### src/rtl/serdes_lane_arbiter_if.sv
// Requester and packer-lane signal bundle for serdes_lane_arbiter.
// Latency: none; this file only groups the wires.
// Backpressure: req_ready qualifies each requester's beat; the lane toward the packer has no backpressure.
interface serdes_lane_arbiter_if #(
  parameter int NREQ = 4
);
  localparam int IDW = $clog2(NREQ);

  logic [NREQ-1:0]   req_valid;
  logic [2*NREQ-1:0] req_bits;
  logic [2*NREQ-1:0] req_enable;
  logic [NREQ-1:0]   req_last;
  logic [NREQ-1:0]   req_ready;
  logic [1:0]        data_bits;
  logic [1:0]        data_enable;
  logic              grant_valid;
  logic [IDW-1:0]    grant_id;
  logic              pkt_abort;

  modport master (
    output req_valid, req_bits, req_enable, req_last,
    input  req_ready, data_bits, data_enable, grant_valid, grant_id, pkt_abort
  );

  modport slave (
    input  req_valid, req_bits, req_enable, req_last,
    output req_ready, data_bits, data_enable, grant_valid, grant_id, pkt_abort
  );
endinterface

### src/rtl/serdes_lane_arbiter.sv
// Packet-level round-robin arbiter sharing one 2-bit packer lane among NREQ requesters.
// Latency: grant 1 cycle after valid seen in IDLE; each accepted beat appears on data_* 1 cycle later.
// Backpressure: only the owner sees req_ready (state-derived); a stalled owner is aborted after STALL_LIMIT idle cycles.
module serdes_lane_arbiter #(
  parameter int NREQ        = 4,
  parameter int GAP_CYCLES  = 1,
  parameter int STALL_LIMIT = 15
) (
  input logic               clk,
  input logic               resetn,
  serdes_lane_arbiter_if.slave lane
);
  localparam int IDW = $clog2(NREQ);
  localparam int SCW = (STALL_LIMIT > 0) ? $clog2(STALL_LIMIT + 1) : 1;
  localparam int GCW = (GAP_CYCLES > 0) ? $clog2(GAP_CYCLES + 1) : 1;
  localparam logic [SCW-1:0] STALL_MAX = '1;
  localparam logic [SCW-1:0] STALL_LIM = SCW'(STALL_LIMIT);
  localparam logic [GCW-1:0] GAP_LAST  = GCW'((GAP_CYCLES > 0) ? GAP_CYCLES - 1 : 0);
  localparam logic [IDW-1:0] ID_MAX    = IDW'(NREQ - 1);

  typedef enum logic [1:0] {IDLE, XFER, GAP} state_t;

  state_t         state_q, state_d;
  logic [IDW-1:0] grant_id_q, grant_id_d;
  logic [IDW-1:0] rr_ptr_q, rr_ptr_d;
  logic [SCW-1:0] stall_q, stall_d;
  logic [GCW-1:0] gap_q, gap_d;
  logic [1:0]     data_bits_q, data_bits_d;
  logic [1:0]     data_enable_q, data_enable_d;
  logic           abort_q, abort_d;

  logic [NREQ-1:0] ready;
  logic [1:0]      own_bits, own_en;
  logic            own_last, own_valid, xfer;
  logic            found;
  logic [IDW-1:0]  winner, scan_idx;
  logic [SCW-1:0]  stall_inc;
  logic            end_pkt;

  // Only the current owner is offered ready, and only while a packet is in progress.
  always_comb begin
    ready = '0;
    if (state_q == XFER) ready[grant_id_q] = 1'b1;
  end

  // Select the owner's slice of the request buses.
  always_comb begin
    own_bits  = lane.req_bits[{grant_id_q, 1'b0} +: 2];
    own_en    = lane.req_enable[{grant_id_q, 1'b0} +: 2];
    own_last  = lane.req_last[grant_id_q];
    own_valid = lane.req_valid[grant_id_q];
    xfer      = (state_q == XFER) && own_valid;
  end

  // Round-robin scan: first valid requester at or after rr_ptr, wrapping.
  always_comb begin
    found    = 1'b0;
    winner   = '0;
    scan_idx = '0;
    for (int k = 0; k < NREQ; k++) begin
      scan_idx = IDW'((int'(rr_ptr_q) + k) % NREQ);
      if (!found && lane.req_valid[scan_idx]) begin
        found  = 1'b1;
        winner = scan_idx;
      end
    end
  end

  // Next-state and next-output computation for the packet FSM.
  always_comb begin
    state_d       = state_q;
    grant_id_d    = grant_id_q;
    rr_ptr_d      = rr_ptr_q;
    stall_d       = stall_q;
    gap_d         = gap_q;
    data_bits_d   = 2'b00;
    data_enable_d = 2'b00;
    abort_d       = 1'b0;
    end_pkt       = 1'b0;
    stall_inc     = (stall_q == STALL_MAX) ? stall_q : stall_q + 1'b1;
    case (state_q)
      IDLE: begin
        if (found) begin
          grant_id_d = winner;
          rr_ptr_d   = (winner == ID_MAX) ? '0 : winner + 1'b1;
          stall_d    = '0;
          state_d    = XFER;
        end
      end
      XFER: begin
        if (xfer) begin
          data_bits_d   = own_bits & own_en;
          data_enable_d = own_en;
          stall_d       = '0;
          end_pkt       = own_last;
        end else begin
          stall_d = stall_inc;
          // A limit of zero disables the timeout entirely.
          if ((STALL_LIMIT != 0) && (stall_inc == STALL_LIM)) begin
            abort_d = 1'b1;
            end_pkt = 1'b1;
          end
        end
        if (end_pkt) begin
          stall_d = '0;
          gap_d   = '0;
          state_d = (GAP_CYCLES == 0) ? IDLE : GAP;
        end
      end
      GAP: begin
        if (gap_q == GAP_LAST) begin
          gap_d   = '0;
          state_d = IDLE;
        end else begin
          gap_d = gap_q + 1'b1;
        end
      end
      default: state_d = IDLE;
    endcase
  end

  // State and registered outputs; reset silently drops any packet in flight.
  always_ff @(posedge clk) begin
    if (!resetn) begin
      state_q       <= IDLE;
      grant_id_q    <= '0;
      rr_ptr_q      <= '0;
      stall_q       <= '0;
      gap_q         <= '0;
      data_bits_q   <= 2'b00;
      data_enable_q <= 2'b00;
      abort_q       <= 1'b0;
    end else begin
      state_q       <= state_d;
      grant_id_q    <= grant_id_d;
      rr_ptr_q      <= rr_ptr_d;
      stall_q       <= stall_d;
      gap_q         <= gap_d;
      data_bits_q   <= data_bits_d;
      data_enable_q <= data_enable_d;
      abort_q       <= abort_d;
    end
  end

  assign lane.req_ready   = ready;
  assign lane.data_bits   = data_bits_q;
  assign lane.data_enable = data_enable_q;
  assign lane.grant_valid = (state_q == XFER);
  assign lane.grant_id    = grant_id_q;
  assign lane.pkt_abort   = abort_q;
endmodule

### src/flat_wrapper.sv
// flat-port wrapper written by rule: the top's interface ports become plain ports
module serdes_lane_arbiter_flat 
#(
  parameter int NREQ        = 4,
  parameter int GAP_CYCLES  = 1,
  parameter int STALL_LIMIT = 15
)
  (clk, resetn, lane_req_valid, lane_req_bits, lane_req_enable, lane_req_last, lane_req_ready, lane_data_bits, lane_data_enable, lane_grant_valid, lane_grant_id, lane_pkt_abort);
  serdes_lane_arbiter_if #(.NREQ(NREQ)) lane_i ();
  input logic clk;
  input logic resetn;
  input wire logic [$bits(lane_i.req_valid)-1:0] lane_req_valid;
  input wire logic [$bits(lane_i.req_bits)-1:0] lane_req_bits;
  input wire logic [$bits(lane_i.req_enable)-1:0] lane_req_enable;
  input wire logic [$bits(lane_i.req_last)-1:0] lane_req_last;
  output wire logic [$bits(lane_i.req_ready)-1:0] lane_req_ready;
  output wire logic [$bits(lane_i.data_bits)-1:0] lane_data_bits;
  output wire logic [$bits(lane_i.data_enable)-1:0] lane_data_enable;
  output wire logic [$bits(lane_i.grant_valid)-1:0] lane_grant_valid;
  output wire logic [$bits(lane_i.grant_id)-1:0] lane_grant_id;
  output wire logic [$bits(lane_i.pkt_abort)-1:0] lane_pkt_abort;
  assign lane_i.req_valid = lane_req_valid;
  assign lane_i.req_bits = lane_req_bits;
  assign lane_i.req_enable = lane_req_enable;
  assign lane_i.req_last = lane_req_last;
  assign lane_req_ready = lane_i.req_ready;
  assign lane_data_bits = lane_i.data_bits;
  assign lane_data_enable = lane_i.data_enable;
  assign lane_grant_valid = lane_i.grant_valid;
  assign lane_grant_id = lane_i.grant_id;
  assign lane_pkt_abort = lane_i.pkt_abort;
  serdes_lane_arbiter #(.NREQ(NREQ), .GAP_CYCLES(GAP_CYCLES), .STALL_LIMIT(STALL_LIMIT)) u_core (.clk(clk), .resetn(resetn), .lane(lane_i));
endmodule
### config.mk
export PLATFORM = sky130hd
export DESIGN_NAME = serdes_lane_arbiter_flat
export DESIGN_NICKNAME = d
export VERILOG_FILES = /design/src/rtl/serdes_lane_arbiter_if.sv /design/src/rtl/serdes_lane_arbiter.sv /design/src/flat_wrapper.sv
export SDC_FILE = /design/constraint.sdc
export NUM_CORES = 1
export LEC_CHECK = 0
export ABC_CLOCK_PERIOD_IN_PS = 4100
export BUFFER_PORTS_ARGS = -buffer_cell sky130_fd_sc_hd__clkbuf_2
export CORE_UTILIZATION = 32
export CTS_CLUSTER_DIAMETER = 60
export CTS_CLUSTER_SIZE = 30
export DETAILED_ROUTE_END_ITERATION = 6
export PLACE_DENSITY_LB_ADDON = 0.2
export SETUP_SLACK_MARGIN = 0.05
export SLEW_MARGIN = 20
export SYNTH_ARGS = -nofsm -noshare
export SYNTH_HDL_FRONTEND = slang
export SYNTH_SLANG_ARGS = --single-unit
### constraint.sdc
create_clock -name clk -period 4.1 [get_ports clk]
set_input_delay 1.025 -clock clk [delete_from_list [all_inputs] [get_ports clk]]
set_output_delay 1.025 -clock clk [all_outputs]
set_load 0.02 [all_outputs]
==> PnR_summary.wiki, run 1 <==
{| class="wikitable"
! Metric !! Value
|-
| Startpoint class of the critical path || flip-flop
|-
| Yosys top cell area share || between 20% and 30%
|-
| Die outline area || 3570 um^2
|-
| Area Growth Syn to Fin || 19.7%
|-
| DIE WIDTH || ~60 um
|-
| Drt total wl || between 2000 and 3000 um
|-
| Io pins || 38
|-
| Number of detailed-routing iterations run before antenna repair || 4
|-
| Antenna cell count || 0
|-
| Cts bufs inserted || 3
|-
| Met2 track demand over resource || 27.8%
|-
| Minimum period implied by the final worst setup slack || about 2.5 ns
|-
| Pin count of the biggest net entering global routing || 14
|-
| Data arrival time at the worst-slack endpoint || 1.47 ns
|-
| VDD IR max || about 0.2 mV
|-
| Number of antenna violations at the first check in global routing || 0
|-
| Worst slew slack as a fraction of its limit || approximately 60%
|-
| Congestion Overflow GR || 0
|-
| Max Slew Vio Count || 0
|-
| Setup crit start || u_core.lane.grant_id[1]$_SDFFE_PN0P_
|-
| Clock edge transition at the registers on the reported setup and hold paths || around 0.090 ns
|-
| Final-layout fill cell count || 346
|-
| ANT nets after route || 0
|-
| # nets final || 180
|-
| Commonest non-fill, non-tap cells in the layout || 37 x clkbuf_2, 15 x dfxtp_1, 12 x nor2_1
|-
| Maximum level of the CTS H-tree || 1
|-
| Flop and latch count out of synthesis || 15
|-
| Crit share post-route || just over 60%
|-
| Clock latency at the later pin of the worst-skew pair || between 0.2 and 0.3 ns
|-
| Fmax || 401 MHz
|-
| Source of the worst register-to-register timing path || u_core.stall_q[0]$_SDFFE_PN0P_
|-
| GR met3 Demand/Resource || ~2.4%
|-
| Most instantiated flip-flop cell in the synthesis netlist || dfxtp_1
|-
| Number of distinct standard cells referenced by the synthesized netlist || 46
|-
| Number of hold violations in the final report || 0
|-
| Via count of the first global-routing pass || slightly below 1k
|-
| Final standard cell utilization of the core || between 40% and 50%
|-
| Clock tree from TritonCTS || done
|-
| Area of the core || 3100 um^2
|-
| Seq/Total Area, Yosys || 28.1%
|-
| Setup repair after global routing missed its margin || false
|-
| Leak pwr || roughly 0.59 nW
|-
| CTS-repair resized insts || 0
|-
| Maximum fanout count along the critical path || 10
|-
| Chip Height || roughly 60 um
|-
| GPL Wtd Cong || between 0.7 and 0.8
|-
| Post-route total power || ~0.6 mW
|-
| Total Negative Setup Slacks || 0 ns
|-
| Number of warnings issued by yosys || 0
|-
| Number of endpoints failing setup at the final stage || 0
|-
| Synthesized cell area || between 1000 and 1500 um^2
|-
| Top cells by area, synth || dfxtp_1 28%, mux4_2 11%, nor2_1 4.2%
|-
| Worst setup skew after layout || 0.00497 ns
|-
| All-layer global routing usage || between 10% and 20%
|-
| Drt initial violations || 37
|-
| Number of buffers inserted by port buffering || 37
|-
| Clock tree root driver cell || clkbuf_4
|-
| Most common library cell in the layout ignoring fill and taps || clkbuf_2
|-
| Critical hold path startpoint || u_core.stall_q[3]$_SDFFE_PN0P_
|-
| Worst Tran Pin Value || about 0.6 ns
|-
| Layer with the highest usage || met2
|-
| Global-route wire length before repair || between 4000 and 5000 um
|-
| Hold-fix buffers at CTS || 0
|-
| Count of flip-flops with a built-in enable after synthesis || 0
|-
| Post-detailed-route wirelength per cell || 12.9 um
|-
| GRT met1 Usage || between 15 and 20%
|-
| Avg Inst Size Synth || 8.89 um^2
|-
| Async S/R FF share, synth || 0%
|-
| CP endpoint kind || output pin
|-
| CTS max path bufs || 2
|-
| Floorplan row count || 20
|-
| Postcts setup bufs || 0
|-
| Setup CP Type || reg -> out
|-
| Ratio of cells with drive above 1 in the final layout || around a third
|-
| Number of instances in the synthesized netlist || 120
|-
| Areal power density over the cells || about 460 nW/um^2
|-
| Number of clock sinks seen by CTS || 15
|-
| Starting Density || around a third
|-
| Number of vias in the routed layout || ~1.0k
|-
| Hold Path Class || reg -> reg
|-
| Detailed-route DRC error count || 0
|-
| Number of vias per cell || between 5 and 6
|-
| Post-synth net total || 147
|-
| Half-perimeter wire length after placement || just under 2000 um
|-
| Max-cap violations || 0
|-
| Cell type with the highest aggregate area in the netlist || dfxtp_1
|-
| Status || complete, no violations
|-
| Data required time at the worst endpoint || slightly above 3 ns
|}
==> flip-flops by register name, summed over array words and instances, names as in the netlist, named ones only <==
register,flops
u_core.lane.pkt_abort,1
u_core.lane.grant_id,2
u_core.lane.data_bits,2
u_core.state_q,2
u_core.stall_q,4
u_core.rr_ptr_q,1
u_core.lane.data_enable,2
==> cells by family (layout without fill, tap and decap cells) <==
family	Yosys count	in the layout	share of synthesized area [%]
and+or+nand+nor	49	49	26.6
buffers and inverters	13	45	6.68
xor gates and xnor gates	1	1	0.821
DFF	15	15	28.1
AOI/OAI and AO/OA	32	32	22.3
muxes	9	9	14.3
adders and majority gates	1	1	1.17
==> through the flow <==
stage	hold slack [ns]	instance area (um^2)	cells	worst slack, ns
6_report	0.580	1280	196	1.61
5_1_grt	0.603	1280	196	1.48
4_1_cts	0.576	1280	196	1.57
3_5_place_dp	0.562	1250	192	1.83
3_3_place_gp	0.565	1250	192	1.84
2_1_floorplan	0.523	1070	120	1.90
==> critical path, cell delays in order (launching register included) <==
cell	delay (ns)
dfxtp_1	0.44
nor3b_1	0.39
nor2b_1	0.17
clkbuf_2	0.18
==> path summary, 6_finish.rpt <==
path,cells past startpoint,slack (ns),endpoint
setup / recovery,3,1.61,lane_req_ready[0]
hold / removal,1,0.58,u_core.lane.pkt_abort$_SDFF_PP0_
setup reg to reg,6,2.26,u_core.state_q[0]$_SDFFE_PN0P_
hold reg to reg,1,0.58,u_core.lane.pkt_abort$_SDFF_PP0_
==> area by class of cell <==
class / count / area, um^2 / share of cell area (%)
multi-input combinational: 92 / 696 / 54.5
sequential: 15 / 300 / 23.5
timing repair buffer: 37 / 185 / 14.5
tap: 44 / 55.1 / 4.31
clock buffer: 4 / 26.3 / 2.06
inverter: 4 / 15.0 / 1.18
==> metal layers <==
| layer | wire (um) | vias up | part of all wire, % |
|---|---|---|---|
| met5 | 0 | - | 0 |
| li1 | - | 512 | - |
| met3 | 174 | 4 | 6.9 |
| met4 | 38 | 0 | 1.5 |
| met1 | 1100 | 478 | 43 |
| met2 | 1220 | 39 | 48 |
==> synthesized netlist by cell type (2+ instances only) <==
cell	count
dfxtp_1	15
mux2i_1	4
a21oi_1	6
and2_1	5
a22o_1	2
o21ai_1	2
nor2_1	12
nor2b_1	7
o211a_1	2
nor4bb_1	2
buf_2	6
buf_6	2
mux4_2	5
o211ai_1	2
nand2_1	6
nand3_1	4
a21o_1	2
inv_1	4
nand2b_1	2
o21ai_0	4
==> power breakdown <==
| part | internal (mW) | switching (mW) | total, mW |
|---|---|---|---|
| Sequential | 0.171 | 0.0594 | 0.231 |
| Clock | 0.0378 | 0.0498 | 0.0876 |
| Combinational | 0.135 | 0.130 | 0.265 |
| Total | 0.344 | 0.239 | 0.583 |
Note: power is estimated with default switching activity, not from simulation.
==> run 2: changes to the inputs <==
- ABC_AREA: not set -> 1
- ABC_CLOCK_PERIOD_IN_PS: 4100 -> 2000
- clock period: 4.1 -> 2 ns (I/O delays scaled with it)
==> run 2 against run 1 <==
Compared with the run above:
- via count grew 20%
- clock power grew 91%
- largest power group unchanged
- die area grew 9.5%
- core utilization grew 1.2 points
- routed wire length grew 8.0%
- clock-buffer cell count is the same
- global-route usage grew 0.12 points
==> PnR_summary.wiki, run 2 <==
{| class="wikitable"
! Metric !! Value
|-
| Number of buffers inserted by port buffering || 37 (unchanged)
|-
| Number of vias per cell || 4.61 (was 5.27)
|-
| Minimum period implied by the final worst setup slack || roughly 1.7 ns
|-
| Max-cap violations || 0 (unchanged)
|-
| Source of the worst register-to-register timing path || u_core.stall_q[0]$_SDFFE_PN0P_ (unchanged)
|-
| Chip Height || 62.5 um (was 59.8 um)
|-
| Post-synth net total || 206 (was 147)
|-
| Avg Inst Size Synth || 6.55 um^2 (was 8.89 um^2)
|-
| Data required time at the worst endpoint || 1.50 ns (was 3.07 ns)
|-
| Post-detailed-route wirelength per cell || 10.2 um (was 12.9 um)
|-
| Half-perimeter wire length after placement || 2270 um (was 1980 um)
|-
| Clock latency at the later pin of the worst-skew pair || 0.27 ns (was 0.29 ns)
|-
| Via count of the first global-routing pass || 1,241 (was 977)
|-
| Largest stage delay on the critical path || 0.33 ns (was 0.44 ns)
|-
| Most frequent cell on the critical path || inv_1
|-
| Top cells by area, synth || dfxtp_1 26%, nand2_1 17%, nand2_2 7.5% (was dfxtp_1 28%, mux4_2 11%, nor2_1 4.2%)
|-
| ANT nets after route || 0 (unchanged)
|-
| Clock edge transition at the registers on the reported setup and hold paths || 0.08 ns (was 0.09 ns)
|-
| Number of warnings issued by yosys || 0 (unchanged)
|-
| Area Growth Syn to Fin || 23.5% (was 19.7%)
|-
| Number of vias in the routed layout || 1,240 (was 1,033)
|-
| # nets final || 251 (was 180)
|-
| DIE WIDTH || 62.5 um (was 59.8 um)
|-
| Congestion Overflow GR || 0 (unchanged)
|-
| Most frequent cell after synthesis || nand2_1 (was dfxtp_1)
|-
| Total Negative Setup Slacks || 0 ns (unchanged)
|-
| Maximum level of the CTS H-tree || 1 (unchanged)
|-
| CTS-repair resized insts || 0 (unchanged)
|-
| Slack of the worst reg-to-reg path || 0.30 ns (was 2.26 ns)
|-
| Seq/Total Area, Yosys || 25.6% (was 28.1%)
|-
| Cell area after layout || 1450 um^2 (was 1280 um^2)
|-
| GPL Wtd Cong || 0.839 (was 0.787)
|-
| Number of distinct standard cells referenced by the synthesized netlist || 28 (was 46)
|-
| Max Slew Vio Count || 0 (unchanged)
|-
| Max reg flops || 4 (unchanged)
|-
| Most flops, register || u_core.stall_q (unchanged)
|-
| Setup CP Type || reg -> out (unchanged)
|-
| Hold-fix buffers at CTS || 0 (unchanged)
|-
| Most common library cell in the layout ignoring fill and taps || nand2_1 (was clkbuf_2)
|-
| CP endpoint kind || output pin (unchanged)
|-
| Global-route wire length before repair || 5000 um (was 4170 um)
|-
| Startpoint class of the critical path || flip-flop (unchanged)
|-
| Most instantiated flip-flop cell in the synthesis netlist || dfxtp_1 (unchanged)
|-
| Worst slew slack as a fraction of its limit || 75.1% (was 61.1%)
|-
| Area of the core || 3420 um^2 (was 3100 um^2)
|-
| Detailed-route DRC error count || 0 (unchanged)
|-
| Cell type with the highest aggregate area in the netlist || dfxtp_1 (unchanged)
|-
| Number of instances in the synthesized netlist || 179 (was 120)
|-
| Antenna cell count || 0 (unchanged)
|-
| Status || complete, no violations (unchanged)
|-
| VDD IR max || 0.525 mV (was 0.195 mV)
|-
| Buffers & Inverters on Critical Path || 3 (was 1)
|-
| Number of detailed-routing iterations run before antenna repair || 4 (unchanged)
|-
| FF-to-FF End || u_core.stall_q[2]$_SDFFE_PN0P_ (was u_core.state_q[0]$_SDFFE_PN0P_)
|-
| Fmax || roughly 570 MHz
|-
| Worst setup skew after layout || 0.000778 ns (was 0.00497 ns)
|-
| Worst Hold Path Cells || 3 (was 1)
|-
| Depth of the worst register-to-register path || 7 (was 6)
|-
| Most numerous cell types in the synthesized netlist || 52 x nand2_1, 17 x inv_1, 15 x dfxtp_1 (was 15 x dfxtp_1, 12 x nor2_1, 7 x nor2b_1)
|-
| Worst hold endpoint || u_core.lane.data_enable[1]$_SDFF_PN0_ (was u_core.lane.pkt_abort$_SDFF_PP0_)
|-
| Flop and latch count out of synthesis || 15 (unchanged)
|-
| Cells along the critical path || inv_1, nor2_2, inv_1, nor3_1, clkbuf_2 (was nor3b_1, nor2b_1, clkbuf_2)
|-
| Number of antenna violations at the first check in global routing || 0 (unchanged)
|-
| Floorplan row count || 21 (was 20)
|-
| Worst Tran Pin Value || 0.372 ns (was 0.583 ns)
|-
| Drt initial violations || 62 (was 37)
|-
| Clock tree from TritonCTS || done (unchanged)
|-
| Drt total wl || 2730 um (was 2530 um)
|-
| Count of flip-flops with a built-in enable after synthesis || 0 (unchanged)
|-
| Synthesized cell area || 1170 um^2 (was 1070 um^2)
|-
| Starting Density || 34.3% (was 34.4%)
|-
| CTS max path bufs || 2 (unchanged)
|-
| Clock tree root driver cell || clkbuf_4 (unchanged)
|-
| Placed Area || 1420 um^2 (was 1250 um^2)
|-
| Number of clock sinks seen by CTS || 15 (unchanged)
|-
| Areal power density over the cells || 1350 nW/um^2 (was 456 nW/um^2)
|-
| Crit share post-route || between 80% and 90%
|-
| Die outline area || 3910 um^2 (was 3570 um^2)
|-
| Cts bufs inserted || 3 (unchanged)
|-
| Io pins || 38 (unchanged)
|-
| Pin count of the biggest net entering global routing || 12 (was 14)
|-
| All-layer global routing usage || 15.4% (was 15.3%)
|-
| Leak pwr || 0.754 nW (was 0.588 nW)
|-
| Critical Path Slowest Stage Cell || dfxtp_1 (unchanged)
|-
| Hold Path Class || in -> reg (was reg -> reg)
|-
| Critical hold path startpoint || lane_req_enable[7] (was u_core.stall_q[3]$_SDFFE_PN0P_)
|-
| Dominant delay contributor by cell family on the critical path || buffers and inverters (was simple AND/OR/NAND/NOR gates)
|-
| Maximum fanout count along the critical path || 6 (was 10)
|-
| Postcts setup bufs || 0 (unchanged)
|-
| Async S/R FF share, synth || 0% (unchanged)
|-
| Commonest non-fill, non-tap cells in the layout || 52 x nand2_1, 37 x clkbuf_2, 17 x inv_1 (was 37 x clkbuf_2, 15 x dfxtp_1, 12 x nor2_1)
|-
| Number of hold violations in the final report || 0 (unchanged)
|-
| Data arrival time at the worst-slack endpoint || 1.24 ns (was 1.47 ns)
|-
| Setup repair after global routing missed its margin || false (unchanged)
|-
| Ratio of cells with drive above 1 in the final layout || 34.1% (was 34.2%)
|-
| Number of endpoints failing setup at the final stage || 0 (unchanged)
|-
| Yosys top cell area share || 25.6% (was 28.1%)
|}
## run 2: layout make-up
class / instances / area [um^2]
Sequential cell: 15 / 300
Timing Repair Buffer: 42 / 223
Multi-Input combinational cell: 140 / 756
Tap cell: 46 / 57.6
Fill cell: 377 / 1970
Clock buffer: 4 / 26.3
Inverter: 22 / 85.1
## run 2: metrics by stage
step | power (mW) | util (%) | setup WS (ns) | hold slack, ns | std cells
after floorplan | 1.51 | - | 0.0944 | 0.465 | 179
after global placement | 1.81 | 41.6 | 0.365 | 0.486 | 265
after detailed placement | 1.80 | 41.6 | 0.318 | 0.485 | 265
after CTS | 1.97 | 42.4 | 0.259 | 0.479 | 269
after global routing | 2.18 | 42.4 | 0.0960 | 0.481 | 269
final | 1.96 | 42.4 | 0.257 | 0.477 | 269
## run 2: kinds of logic after synthesis
| logic type | synth area share (%) |
|---|---|
| compound gates | 14.5 |
| simple gates | 48.1 |
| fa+ha+maj | 1.07 |
| buf+inv | 9.93 |
| flops | 25.6 |
| xor+xnor | 0.747 |
## run 2: report_power, final
| part | internal (mW) | switching (mW) |
|---|---|---|
| clock | 0.0773 | 0.0899 |
| combinational | 0.468 | 0.874 |
| sequential | 0.368 | 0.0811 |
| total | 0.914 | 1.05 |
## run 2: worst max-delay path by stage
stage,start,endpoint,cells past startpoint
4_1_cts,u_core.state_q[0]$_SDFFE_PN0P_,lane_req_ready[1],5
6_report,u_core.state_q[0]$_SDFFE_PN0P_,lane_req_ready[1],5
2_1_floorplan,u_core.state_q[0]$_SDFFE_PN0P_,lane_req_ready[0],4
3_5_place_dp,u_core.stall_q[0]$_SDFFE_PN0P_,u_core.stall_q[2]$_SDFFE_PN0P_,7
3_3_place_gp,lane_req_valid[3],u_core.rr_ptr_q[1]$_SDFFE_PN0P_,14
5_1_grt,u_core.state_q[0]$_SDFFE_PN0P_,lane_req_ready[1],5
## run 2: worst min-delay path, delay by kind of cell
kind            cells  cell delay (ns)
buf+inv             1             0.07
compound gates      1             0.07
simple gates        1             0.07
## run 2: layer usage
metal | vias up | GRT usage [%] | wire [um]
li1 | 677 | - | -
met1 | 518 | 19.9 | 1370
met2 | 45 | 26.1 | 1190
met3 | 0 | 4.38 | 173
met4 | 0 | 1.74 | 0
met5 | - | 0 | 0
==> run 3: changes to the inputs <==
- CORE_UTILIZATION: 32 -> 45
==> run 3 against run 2 <==
Compared with the run above:
- register-to-register slack got worse by 0.02 ns
- combinational power down 4%
- cell area decreased by 2.9%
- worst setup slack worse by 0.022 ns
- total power decreased by 1.8%
- sequential power rose by 4%
- critical path type unchanged
==> PnR_summary.wiki, run 3 (synthesis gave the netlist of run 2 again) <==
{| class="wikitable"
! Metric !! Value
|-
| Cts bufs inserted || 3 (unchanged)
|-
| Cells along the critical path || inv_2, nor3_1, clkbuf_2 (was inv_1, nor2_2, inv_1, nor3_1, clkbuf_2)
|-
| VDD IR max || 0.749 mV (was 0.525 mV)
|-
| Area Growth Syn to Fin || 20.0% (was 23.5%)
|-
| GRT met1 Usage || 30.2% (was 19.9%)
|-
| CTS max path bufs || 2 (unchanged)
|-
| GPL Wtd Cong || 0.841 (was 0.839)
|-
| Status || complete, no violations (unchanged)
|-
| Hold-fix buffers at CTS || 0 (unchanged)
|-
| Slack of the worst reg-to-reg path || 0.28 ns (was 0.30 ns)
|-
| Max-cap violations || 0 (unchanged)
|-
| Antenna cell count || 0 (unchanged)
|-
| CTS-repair resized insts || 0 (unchanged)
|-
| GR met3 Demand/Resource || 3.74% (was 4.38%)
|-
| Setup repair after global routing missed its margin || false (unchanged)
|-
| Post-detailed-route wirelength per cell || 10.8 um (was 10.2 um)
|-
| Postcts setup bufs || 0 (unchanged)
|-
| Setup slack after placement || 0.306 ns (was 0.318 ns)
|-
| Dominant delay contributor by cell family on the critical path || flip-flops (was buffers and inverters)
|-
| Max reg flops || 4 (unchanged)
|-
| CP endpoint kind || output pin (unchanged)
|-
| Global-route wire length before repair || 4460 um (was 5000 um)
|-
| Hold Path Class || in -> reg (unchanged)
|-
| Via count of the first global-routing pass || 1,036 (was 1,241)
|-
| Clock tree root driver cell || clkbuf_4 (unchanged)
|-
| Post-route total power || 1.92 mW (was 1.96 mW)
|-
| Minimum period implied by the final worst setup slack || 1.77 ns (was 1.74 ns)
|-
| Post-Layout Cell Count || 250 (was 269)
|-
| Met2 track demand over resource || 33.3% (was 26.1%)
|-
| Number of buffers inserted by port buffering || 37 (unchanged)
|-
| Crit share post-route || 88.3% (was 87.1%)
|-
| Drt initial violations || 48 (was 62)
|-
| Setup CP Type || reg -> out (unchanged)
|-
| Clock tree from TritonCTS || done (unchanged)
|-
| Number of endpoints failing setup at the final stage || 0 (unchanged)
|-
| Max Slew Vio Count || 0 (unchanged)
|-
| Data arrival time at the worst-slack endpoint || 1.27 ns (was 1.24 ns)
|-
| Startpoint class of the critical path || flip-flop (unchanged)
|-
| Maximum fanout count along the critical path || 7 (was 6)
|-
| Buffers & Inverters on Critical Path || 2 (was 3)
|-
| Number of vias in the routed layout || 1,237 (was 1,240)
|-
| Clock edge transition at the registers on the reported setup and hold paths || 0.10 ns (was 0.08 ns)
|-
| Area of the core || 2480 um^2 (was 3420 um^2)
|-
| Worst slew slack as a fraction of its limit || 75.4% (was 75.1%)
|-
| Drt total wl || 2690 um (was 2730 um)
|-
| Worst setup skew after layout || 0.00160 ns (was 0.000778 ns)
|-
| ANT nets after route || 0 (unchanged)
|-
| Placed Cells || 246 (was 265)
|-
| Fmax || 567 MHz (was 574 MHz)
|-
| Io pins || 38 (unchanged)
|-
| Final WS setup || 0.235 ns (was 0.257 ns)
|-
| Starting Density || 47.3% (was 34.3%)
|-
| Commonest non-fill, non-tap cells in the layout || 52 x nand2_1, 37 x clkbuf_2, 17 x inv_1 (unchanged)
|-
| All-layer global routing usage || 21.2% (was 15.4%)
|-
| Number of vias per cell || 4.95 (was 4.61)
|-
| Leak pwr || 0.741 nW (was 0.754 nW)
|-
| Number of clock sinks seen by CTS || 15 (unchanged)
|-
| Most common library cell in the layout ignoring fill and taps || nand2_1 (unchanged)
|-
| Most flops, register || u_core.stall_q (unchanged)
|-
| Final-layout fill cell count || 250 (was 377)
|-
| Pin count of the biggest net entering global routing || 12 (unchanged)
|-
| Areal power density over the cells || 1370 nW/um^2 (was 1350 nW/um^2)
|-
| Congestion Overflow GR || 0 (unchanged)
|-
| # nets final || 248 (was 251)
|-
| Floorplan row count || 18 (was 21)
|-
| Data required time at the worst endpoint || 1.50 ns (about the same)
|-
| Critical Path Slowest Stage Cell || dfxtp_1 (unchanged)
|-
| Number of detailed-routing iterations run before antenna repair || 5 (was 4)
|-
| Chip Height || 53.0 um (was 62.5 um)
|-
| Half-perimeter wire length after placement || 2280 um (was 2270 um)
|-
| Clock latency at the later pin of the worst-skew pair || 0.28 ns (was 0.27 ns)
|-
| Die outline area || 2810 um^2 (was 3910 um^2)
|-
| Number of antenna violations at the first check in global routing || 0 (unchanged)
|-
| DIE WIDTH || 53.0 um (was 62.5 um)
|-
| Maximum level of the CTS H-tree || 1 (unchanged)
|-
| Total Negative Setup Slacks || 0 ns (unchanged)
|-
| Number of hold violations in the final report || 0 (unchanged)
|-
| Ratio of cells with drive above 1 in the final layout || 33.6% (was 34.1%)
|-
| Largest stage delay on the critical path || 0.49 ns (was 0.33 ns)
|-
| Worst Tran Pin Value || 0.368 ns (was 0.372 ns)
|-
| Layer with the highest usage || met2 (unchanged)
|-
| Detailed-route DRC error count || 0 (unchanged)
|}
## run 3: cell count changes in the layout (fill, tap and decap cells not counted)
cell / before / now
buf_4: 5 / 2
clkbuf_1: 1 / 0
clkinv_2: 0 / 1
## run 3: final timing paths
kind                                        startpoint                                    end  cells past startpoint
hold reg to reg         u_core.stall_q[3]$_SDFFE_PN0P_         u_core.stall_q[3]$_SDFFE_PN0P_                      2
hold / removal                      lane_req_enable[6]  u_core.lane.data_enable[0]$_SDFF_PN0_                      3
setup / recovery  u_core.lane.grant_id[0]$_SDFFE_PN0P_                      lane_req_ready[1]                      3
setup reg to reg        u_core.stall_q[0]$_SDFFE_PN0P_         u_core.stall_q[1]$_SDFFE_PN0P_                      7
## run 3: per-stage QoR
step / hold slack, ns / util [%] / instance area, um^2
after global placement: 0.481 / 55.7 / 1380
after global routing: 0.483 / 56.8 / 1410
after detailed placement: 0.487 / 55.7 / 1380
after floorplan: 0.465 / - / 1170
after CTS: 0.469 / 56.8 / 1410
final: 0.473 / 56.8 / 1410
## run 3: area by class of cell
| type | instances | area, um^2 | share of cell area, % |
|---|---|---|---|
| multi-input cells | 140 | 756 | 53.7 |
| flip-flops and latches | 15 | 300 | 21.4 |
| repair buffers | 39 | 200 | 14.2 |
| inverters | 22 | 85.1 | 6.05 |
| well taps | 30 | 37.5 | 2.67 |
| clock buffers | 3 | 22.5 | 1.60 |
| clock inverters | 1 | 5.00 | 0.356 |
## run 3: power breakdown
group / switching [mW] / leakage [nW] / internal (mW)
Combinational: 0.844 / 0.601 / 0.441
Clock: 0.100 / 0.0177 / 0.0740
Sequential: 0.0971 / 0.123 / 0.368
## run 3: worst register-to-register path, cell delays in order, from the launching register on
cell and delay (ns):
dfxtp_1 0.36, ha_1 0.23, or2_2 0.29, o21ai_0 0.26
nor2_1 0.11, nand3_1 0.14, nand4_1 0.11, a21oi_1 0.16
## run 3: metal layers
layer / share of wire (%) / vias up
li1: - / 669
met1: 49 / 527
met2: 45 / 41
met3: 6.0 / 0
met4: 0 / 0
met5: 0 / -
